$ cat src/rtl/hnf_pkg.sv
// Shared HN-F definitions: parameter defaults, CHI snoop-response Resp
// encodings, the snoop opcode and the snoop sequencer state type.
package hnf_pkg;

    localparam int DEF_NUM_RN   = 4;
    localparam int DEF_ADDR_W   = 48;
    localparam int DEF_TXNID_W  = 12;
    localparam int DEF_NODEID_W = 7;
    localparam int DEF_STATE_W  = 3;

    // Resp[1:0] is the line state left at the snooped RN-F; Resp[2] is PassDirty.
    localparam logic [1:0] RESP_I      = 2'b00;
    localparam logic [1:0] RESP_SC     = 2'b01;
    localparam logic [1:0] RESP_UC     = 2'b10;
    localparam int         RESP_PD_BIT = 2;

    typedef enum logic {
        SNP_SHARED = 1'b0,
        SNP_UNIQUE = 1'b1
    } snp_op_e;

    typedef enum logic [1:0] {
        ST_IDLE = 2'd0,
        ST_SEND = 2'd1,
        ST_WAIT = 2'd2,
        ST_DONE = 2'd3
    } snp_state_e;

endpackage

$ cat src/rtl/sf_pri_enc.sv
// Lowest-set-bit priority encoder.
// Ports:
//   vec_i    - input vector
//   idx_o    - index of the lowest set bit (0 when vec_i is empty)
//   onehot_o - one-hot of the lowest set bit (0 when vec_i is empty)
module sf_pri_enc #(
    parameter int N     = 4,
    parameter int IDX_W = (N > 1) ? $clog2(N) : 1
) (
    input  logic [N-1:0]     vec_i,
    output logic [IDX_W-1:0] idx_o,
    output logic [N-1:0]     onehot_o
);

    // Scan from the top so the lowest set bit is the last one written.
    always_comb begin
        idx_o = '0;
        for (int i = N - 1; i >= 0; i--) begin
            if (vec_i[i]) idx_o = IDX_W'(i);
        end
    end

    // Two's-complement trick isolates the lowest set bit.
    assign onehot_o = vec_i & (~vec_i + N'(1));

endmodule

$ cat src/rtl/sf_snp_ctrl.sv
// Snoop sequencer behind the HN-F snoop filter. Takes one request with its
// SF presence vector, snoops every present RN-F except the requester (one
// per cycle), collects the responses and returns a completion with the
// aggregated dirty status and the presence vector to write back.
// Ports:
//   clock, reset        - clock, synchronous active-high reset
//   req_*               - request from POCQ/SF lookup (valid/ready)
//   snp_*               - outgoing snoop flit (valid/ready)
//   snprsp_*            - snoop responses, always accepted
//   done_*              - completion and SF writeback vector (valid/ready)
//   err_unexp_rsp       - same-cycle pulse on an unexpected response
//
//   state | meaning
//   IDLE  | ready for a request
//   SEND  | issuing snoops, lowest pending RN-F first
//   WAIT  | all snoops issued, collecting outstanding responses
//   DONE  | completion presented until accepted
module sf_snp_ctrl
    import hnf_pkg::*;
#(
    parameter int NUM_RN   = DEF_NUM_RN,
    parameter int ADDR_W   = DEF_ADDR_W,
    parameter int TXNID_W  = DEF_TXNID_W,
    parameter int NODEID_W = DEF_NODEID_W,
    parameter int STATE_W  = DEF_STATE_W
) (
    input  logic                clock,
    input  logic                reset,
    input  logic                req_valid,
    output logic                req_ready,
    input  logic [TXNID_W-1:0]  req_txnid,
    input  logic [ADDR_W-1:0]   req_addr,
    input  logic [NODEID_W-1:0] req_srcid,
    input  logic                req_unique,
    input  logic [NUM_RN-1:0]   req_rnf_vec,
    output logic                snp_valid,
    input  logic                snp_ready,
    output logic [NODEID_W-1:0] snp_tgtid,
    output logic [TXNID_W-1:0]  snp_txnid,
    output logic [ADDR_W-1:0]   snp_addr,
    output logic                snp_inv,
    input  logic                snprsp_valid,
    input  logic [NODEID_W-1:0] snprsp_srcid,
    input  logic [STATE_W-1:0]  snprsp_resp,
    output logic                done_valid,
    input  logic                done_ready,
    output logic [TXNID_W-1:0]  done_txnid,
    output logic                done_dirty,
    output logic [NUM_RN-1:0]   done_rnf_vec,
    output logic                err_unexp_rsp
);

    localparam int CNT_W = $clog2(NUM_RN + 1);
    localparam int IDX_W = (NUM_RN > 1) ? $clog2(NUM_RN) : 1;

    snp_state_e          state_q, state_d;
    snp_op_e             op_q, op_d;
    logic [TXNID_W-1:0]  txnid_q, txnid_d;
    logic [ADDR_W-1:0]   addr_q, addr_d;
    logic [NUM_RN-1:0]   req_oh_q, req_oh_d;   // requester bit, 0 if not an RN-F
    logic [NUM_RN-1:0]   pend_q, pend_d;
    logic [NUM_RN-1:0]   issued_q, issued_d;
    logic [NUM_RN-1:0]   rsp_seen_q, rsp_seen_d;
    logic [NUM_RN-1:0]   keep_q, keep_d;
    logic                dirty_q, dirty_d;
    logic [CNT_W-1:0]    cnt_q, cnt_d;

    logic [IDX_W-1:0]    enc_idx;
    logic [NUM_RN-1:0]   enc_oh;
    logic [NUM_RN-1:0]   src_oh;
    logic [NUM_RN-1:0]   rsp_oh;
    logic                snp_fire;
    logic                rsp_ok;

    sf_pri_enc #(.N(NUM_RN), .IDX_W(IDX_W)) u_pri_enc (
        .vec_i    (pend_q),
        .idx_o    (enc_idx),
        .onehot_o (enc_oh)
    );

    // Node IDs at or above NUM_RN map to no presence bit at all.
    assign src_oh = (req_srcid < NODEID_W'(NUM_RN)) ? (NUM_RN'(1) << req_srcid) : '0;
    assign rsp_oh = (snprsp_srcid < NODEID_W'(NUM_RN)) ? (NUM_RN'(1) << snprsp_srcid) : '0;

    assign snp_fire = snp_valid && snp_ready;
    assign rsp_ok   = snprsp_valid && ((state_q == ST_SEND) || (state_q == ST_WAIT))
                      && ((rsp_oh & issued_q & ~rsp_seen_q) != '0);

    always_comb begin
        state_d    = state_q;
        op_d       = op_q;
        txnid_d    = txnid_q;
        addr_d     = addr_q;
        req_oh_d   = req_oh_q;
        pend_d     = pend_q;
        issued_d   = issued_q;
        rsp_seen_d = rsp_seen_q;
        keep_d     = keep_q;
        dirty_d    = dirty_q;
        req_ready  = 1'b0;
        snp_valid  = 1'b0;
        done_valid = 1'b0;
        err_unexp_rsp = snprsp_valid && !rsp_ok;

        // Issue and response in the same cycle cancel out.
        cnt_d = cnt_q + CNT_W'(snp_fire) - CNT_W'(rsp_ok);

        case (state_q)
            ST_IDLE: begin
                req_ready = 1'b1;
                if (req_valid) begin
                    txnid_d    = req_txnid;
                    addr_d     = req_addr;
                    op_d       = req_unique ? SNP_UNIQUE : SNP_SHARED;
                    req_oh_d   = src_oh;
                    pend_d     = req_rnf_vec & ~src_oh;
                    issued_d   = '0;
                    rsp_seen_d = '0;
                    keep_d     = '0;
                    dirty_d    = 1'b0;
                    cnt_d      = '0;
                    state_d    = ((req_rnf_vec & ~src_oh) != '0) ? ST_SEND : ST_DONE;
                end
            end
            ST_SEND: begin
                snp_valid = 1'b1;
                if (snp_ready) begin
                    pend_d   = pend_q & ~enc_oh;
                    issued_d = issued_q | enc_oh;
                    if ((pend_q & ~enc_oh) == '0) state_d = ST_WAIT;
                end
            end
            ST_WAIT: begin
                if (cnt_d == '0) state_d = ST_DONE;
            end
            ST_DONE: begin
                done_valid = 1'b1;
                if (done_ready) state_d = ST_IDLE;
            end
            default: state_d = ST_IDLE;
        endcase

        if (rsp_ok) begin
            rsp_seen_d = rsp_seen_q | rsp_oh;
            dirty_d    = dirty_q | snprsp_resp[RESP_PD_BIT];
            // A shared snoop leaves the line with RN-Fs that report a valid state.
            if ((snprsp_resp[1:0] != RESP_I) && (op_q == SNP_SHARED))
                keep_d = keep_q | rsp_oh;
        end
    end

    always_ff @(posedge clock) begin
        if (reset) begin
            state_q    <= ST_IDLE;
            op_q       <= SNP_SHARED;
            txnid_q    <= '0;
            addr_q     <= '0;
            req_oh_q   <= '0;
            pend_q     <= '0;
            issued_q   <= '0;
            rsp_seen_q <= '0;
            keep_q     <= '0;
            dirty_q    <= 1'b0;
            cnt_q      <= '0;
        end else begin
            state_q    <= state_d;
            op_q       <= op_d;
            txnid_q    <= txnid_d;
            addr_q     <= addr_d;
            req_oh_q   <= req_oh_d;
            pend_q     <= pend_d;
            issued_q   <= issued_d;
            rsp_seen_q <= rsp_seen_d;
            keep_q     <= keep_d;
            dirty_q    <= dirty_d;
            cnt_q      <= cnt_d;
        end
    end

    assign snp_tgtid    = NODEID_W'(enc_idx);
    assign snp_txnid    = txnid_q;
    assign snp_addr     = addr_q;
    assign snp_inv      = (op_q == SNP_UNIQUE);
    assign done_txnid   = txnid_q;
    assign done_dirty   = (state_q == ST_DONE) && dirty_q;
    assign done_rnf_vec = (state_q != ST_DONE) ? '0 :
                          (op_q == SNP_UNIQUE) ? req_oh_q : (keep_q | req_oh_q);

endmodule

$ cat config.mk
export PLATFORM = sky130hd
export DESIGN_NAME = sf_snp_ctrl
export DESIGN_NICKNAME = d
export VERILOG_FILES = /design/src/rtl/hnf_pkg.sv /design/src/rtl/sf_pri_enc.sv /design/src/rtl/sf_snp_ctrl.sv
export SDC_FILE = /design/constraint.sdc
export NUM_CORES = 1
export LEC_CHECK = 0
export BUFFER_PORTS_ARGS = -buffer_cell sky130_fd_sc_hd__clkbuf_2
export CORE_MARGIN = 8
export CORE_UTILIZATION = 40
export CTS_BUF_LIST = sky130_fd_sc_hd__clkbuf_4 sky130_fd_sc_hd__clkbuf_8
export CTS_CLUSTER_SIZE = 40
export DETAILED_ROUTE_END_ITERATION = 10
export PLACE_DENSITY = 0.71
export SKIP_LAST_GASP = 1
export SLEW_MARGIN = 0
export SYNTH_ARGS = -nofsm -noshare
export SYNTH_HDL_FRONTEND = slang
export SYNTH_SLANG_ARGS = --single-unit
export TNS_END_PERCENT = 5
$ cat constraint.sdc
create_clock -name clock -period 6.75 [get_ports clock]
set_clock_uncertainty 0.15 [all_clocks]
set_input_delay 0.675 -clock clock [delete_from_list [all_inputs] [get_ports clock]]
set_output_delay 0.675 -clock clock [all_outputs]
set_load 0.1 [all_outputs]
# Word level (Yosys, flattened, before mapping)
# Index checks and enable logic that the tools add are counted.
# totals
out_inout_bits,89
register_bits,87
input_bits,88
wordCells,99
# op_classes
bitwise_logic,15
eq_ne,9
shift,2
addsub,3
n_lt_le_gt_ge,2
muxes,36
reduce_logical,21
# op_table
cell,count
$mux 4,14
$and 4x4->4,5
$mux 2,10
$not 4->4,4
$or 4x4->4,4
$pmux 4 s2,2
$lt 7x3->1 const B,2
$shl 1x7->4 const A,2
$ne 2x2->1 const B,4
$pmux 2 s4,1
$reduce_bool 2->1,4
$reduce_bool 4->1,2
$mux 1,7
$logic_and 1x1->1,6
$mux 3,2
$reduce_and 5->1,1
$add 4x1->4 const B,1
$eq 2x2->1 const B,2
$logic_not 4->1,1
$ne 2x1->1 const B,2
$reduce_and 2->1,2
$add 3x1->3,1
$logic_not 3->1,1
$reduce_and 3->1,1
other kinds (7),7

# Logic depth before layout (Yosys ltp)
# logic_depth
word_depth,10
mapped_depth,16
mapped_depth_nobuf,15

# Hierarchy
# From an unflattened synthesis, not the netlist that was laid out.
# unflattened
hier_cells,466
hier_area_um2,3682.3
# modules_own_cells
module,seq_area_each_um2,cells_per_inst,instances,area_each_um2
sf_snp_ctrl,1741.7,457,1,3613.5
sf_pri_enc,0.0,9,1,68.8

# Worst setup path before layout
# No wires, ideal clock.
# synth_timing
path_type,input -> register
from,in snprsp_srcid[1]
to,reg state_q[1]
setup_slack_ps,3090
t_arrival_ps,3423
path_stages,13
t_required_ps,6513
path_buffers,1
setup_time_ps,87
path_cell_list,mux4_2 clkbuf_1 nand2_1 inv_1 ha_1 inv_1 ha_1 inv_1 fa_1 inv_1 o31a_2 or3_1 o31ai_1
# synth_between
elab_chain_cells,10
word_cells_on_any_way,11
cone_classes,add/sub (1); order compare (1); eq/ne (1); shift (1); mux (1); bitwise (2); reduce/logical (4)
# synth_rtl
item,line,source
start: declaration,sf_snp_ctrl.sv:43,"input logic [NODEID_W-1:0] snprsp_srcid,"
$lt 7x3->1 / $shl 1x7->4 (equally long branches),sf_snp_ctrl.sv:83,assign rsp_oh = (snprsp_srcid < NODEID_W'(NUM_RN)) ? (NUM_RN'(1) << snprsp_srcid) : '0;
$mux 4 (*),sf_snp_ctrl.sv:83,
$and 4x4->4 (*) (2 in series),sf_snp_ctrl.sv:87,&& ((rsp_oh & issued_q & ~rsp_seen_q) != '0);
$reduce_bool 4->1 (*),sf_snp_ctrl.sv:87,
$logic_and 1x1->1 (*),sf_snp_ctrl.sv:87,
$sub 3x1->3 (*),sf_snp_ctrl.sv:106,cnt_d = cnt_q + CNT_W'(snp_fire) - CNT_W'(rsp_ok);
$logic_not 3->1 (*),sf_snp_ctrl.sv:134,if (cnt_d == '0) state_d = ST_DONE;
$ne 2x1->1 (no source line) (*),n/a,
$reduce_and 5->1 (no source line) (*),n/a,
end signal: assignment,sf_snp_ctrl.sv:166,state_q <= state_d;
end: declaration,sf_snp_ctrl.sv:56,"snp_state_e state_q, state_d;"
# Every way passes the cells marked *; elsewhere a longest branch is shown, timed or not.
# A chain may end at the register's enable or synchronous reset.

# Final worst setup path
# layout_timing
from,reg state_q[0]
to,reg state_q[1]
# layout_between
elab_chain_cells,8
word_cells_on_any_way,19
cone_classes,add/sub (2); eq/ne (8); mux (2); reduce/logical (7)
# layout_rtl
item,line
$eq 2x1->1 / $eq 2x2->1 (equally long branches),"sf_snp_ctrl.sv:86, sf_snp_ctrl.sv:108"
$mux 1 / $logic_or 1x1->1 (equally long branches),"sf_snp_ctrl.sv:108, sf_snp_ctrl.sv:86"
"$logic_and 1x1->1, on equally long branches","sf_snp_ctrl.sv:85, sf_snp_ctrl.sv:86"
$add 3x1->3 / $logic_and 1x1->1 (equally long branches),"sf_snp_ctrl.sv:106, sf_snp_ctrl.sv:87"
$sub 3x1->3,sf_snp_ctrl.sv:106
$logic_not 3->1,sf_snp_ctrl.sv:134
$ne 2x1->1 (no source line),n/a
$reduce_and 5->1 (no source line),n/a
# Parallel ways exist; a longest one is shown, timed or not.

==> impl_metrics.toml <==
[global_route]
grt_pass1_wl_um = 16100
track_usage_pct = 15.4
grt_pass1_vias = 3398
antenna_found_initial = 0
grt_max_degree = 82
grt_overflow = 0

[synth]
ys_ff_latch = 87
synth_common_cells = "nand2_1 (138), dfxtp_1 (87), a21oi_1 (79), clkbuf_1 (24), nor2_1 (19)"
syn-cell-area_um2 = 3720
ys_types = 45
synthFlopType = "dfxtp_1"
syn_inst = 465
ys_top_cells_by_area = "dfxtp_1 (47%), nand2_1 (14%), a21oi_1 (11%), buf_4 (3.4%), clkbuf_1 (2.4%)"
ys_seq_area_share_pct = 46.8
ys_warn_count = 0
synth_top_area_share_pct = 46.8
synth_edf_count = 0
syn_area_per_cell_um2 = 8.00
synth_most_common_cell = "nand2_1"
synth_async_sr_flop_share_pct = 0
synth_top_area_cell = "dfxtp_1"

[clock_tree]
cts_buffers = 9
cts_setup_buffers = 0
clkTransAtPathRegs_ns = 0.09
cts_tree = "built"
clock_latency_ns = 0.34
cts_resized = 0
clock_sinks = 87
cts_max_level = 3
cts_hold_buffers = 0
cts_root_buffer = "clkbuf_8"
clk_path_buf_depth = 2

[setup_path]
critPathTopFamily = "simple AND/OR/NAND/NOR gates"
crit_slowest_cell = "fa_1"
end_kind = "flop"
worst-path-buf-inv = 5
crit_path_cell_trace = "inv_1, ha_1, nor4b_1, and3_1, nand2_1, inv_1, ha_1, inv_1, ha_1, inv_1, fa_1, inv_1, o31a_2, or3_1, o31ai_1"
path_max_fanout = 10
arrival_ns = 4.09
max_stage_delay_ns = 0.50
worst-setup-path-type = "reg2reg"
cpMostUsedCell = "inv_1"
worstPathRequired_ns = 6.86
cp-start-kind = "flop"

[placed_design]
place_congestion = 0.749
dp_cells = 707
place_ws_ns = 2.68
dp_hpwl_um = 7480
port_buffers = 171

[drt]
vias = 3512
routed_wirelength_um = 10100
routedWlPerCell_um = 14.0
routed_via_density = 4.86
drc = 0
drtPass1Iterations = 4
antenna_left = 0
drtIter0Drc = 158

[finish]
layout.cells.non_filler = 722
diodes = 0
nets = 702
drive_gt1_share_pct = 32.7
area_delta_synth_final_pct = 25.3

[min_path]
hp-class = "reg2reg"

[floorplan]
dieArea_um2 = 12600
fp.dieW_um = 112
start_util_pct = 40.7
pin_count = 177
row_count = 35
die_h_um = 112
core-area_um2 = 9150

[pwr]
leakage_nw = 2.14
power_w = 0.00214
ir_drop_mv = 0.253
p_per_area_nw_per_um2 = 460

[sta]
setup_viol = 0
fin_tns_setup_ns = 0
min_period_ns = 3.98
slew_headroom_pct = 26.0
worst-slew-pin-transition_ns = 1.11
maxSlewViolCount = 0
clock.fmax_mhz = 251
layout_setup_ws_ns = 2.77
fin_crit_sh_pct = 59.0
rsz0062_at_grt = "no"
finalHoldViolations = 0

[run]
max_cap_viol_count = 0

[run_status]
status = "finished, final reports clean"
==> final cells by class <==
| class | instances | area, um2 |
|---|---|---|
| fillers | 894 | 4490 |
| flip-flops and latches | 87 | 1740 |
| multi-input cells | 322 | 1680 |
| repair buffers | 173 | 871 |
| well taps | 111 | 139 |
| clock buffers | 10 | 131 |
| inverters | 14 | 52.6 |
| clock inverters | 5 | 50.0 |
==> power breakdown <==
part           switching [W]  internal (W)
Clock               0.000177      0.000171
Sequential         0.0000508      0.000596
Combinational       0.000966      0.000182
Total                0.00119      0.000949
==> flip-flops by register name, summed over array words and instances (netlist names) <==
| register | count |
|---|---|
| cnt_q | 3 |
| dirty_q | 1 |
| done_txnid | 12 |
| issued_q | 4 |
| keep_q | 4 |
| pend_q | 4 |
| req_oh_q | 4 |
| rsp_seen_q | 4 |
| snp_addr | 48 |
| snp_inv | 1 |
| state_q | 2 |
==> metrics by stage <==
stage,util [%],area (um2),hold WS (ns)
floorplan,-,3740,0.279
global placement,49.0,4480,0.291
detailed placement,49.0,4480,0.296
CTS,51.0,4660,0.307
global route,51.0,4660,0.327
finish,51.0,4660,0.305
==> cell usage in the layout (no fill, tap or decap), types with 3 or more instances in the layout <==
cell,synthesis,final
o21ai_0,6,6
o31a_2,3,3
dfxtp_1,87,87
inv_1,13,13
clkinv_2,0,4
nor2_1,19,19
conb_1,1,5
nor2b_1,6,6
a41oi_1,4,4
ha_1,6,6
nand2_1,138,137
a31oi_1,4,4
clkbuf_8,1,9
and2_1,7,6
o32ai_1,6,6
clkbuf_2,0,171
o311ai_0,3,3
nand2b_1,3,3
and3_1,3,3
a21oi_1,79,79
nand4b_1,3,3
==> per-layer routing <==
metal  routed length, um  global-route usage, %
met5                   0                      0
met2                4780                   25.1
met3                1030                   7.46
met1                4230                   17.3
met4                  78                   5.31
==> worst reg2reg max path: cells and delay by family, from the launching register on <==
family / cells / cell delay (ns)
adders and majority gates: 4 / 1.16
DFF: 1 / 0.38
AOI/OAI and AO/OA: 2 / 0.54
buffers and inverters: 5 / 0.38
and+or+nand+nor: 4 / 1.30
==> worst paths after layout <==
path	start	endpoint	slack, ns	cells after the start
min reg2reg	snp_addr[5]	snp_addr[5]	0.31	2
max	state_q[0]	state_q[1]	2.77	15
min	snp_addr[5]	snp_addr[5]	0.31	2
max reg2reg	state_q[0]	state_q[1]	2.77	15
==> logic make-up (layout without fill, tap and decap cells) <==
group,count (synthesis),in the layout,share of synthesized area (%)
adder cells (fa/ha/maj),8,8,2.86
AO/OA/AOI/OAI,114,114,18.0
flip-flops,87,87,46.8
AND/OR/NAND/NOR,192,192,22.1
other,1,5,0.101
XOR/XNOR,1,1,0.639
multiplexers,2,2,0.907
buffers and inverters,60,202,8.64
No activity file was read; power rests on OpenSTA's default activity.
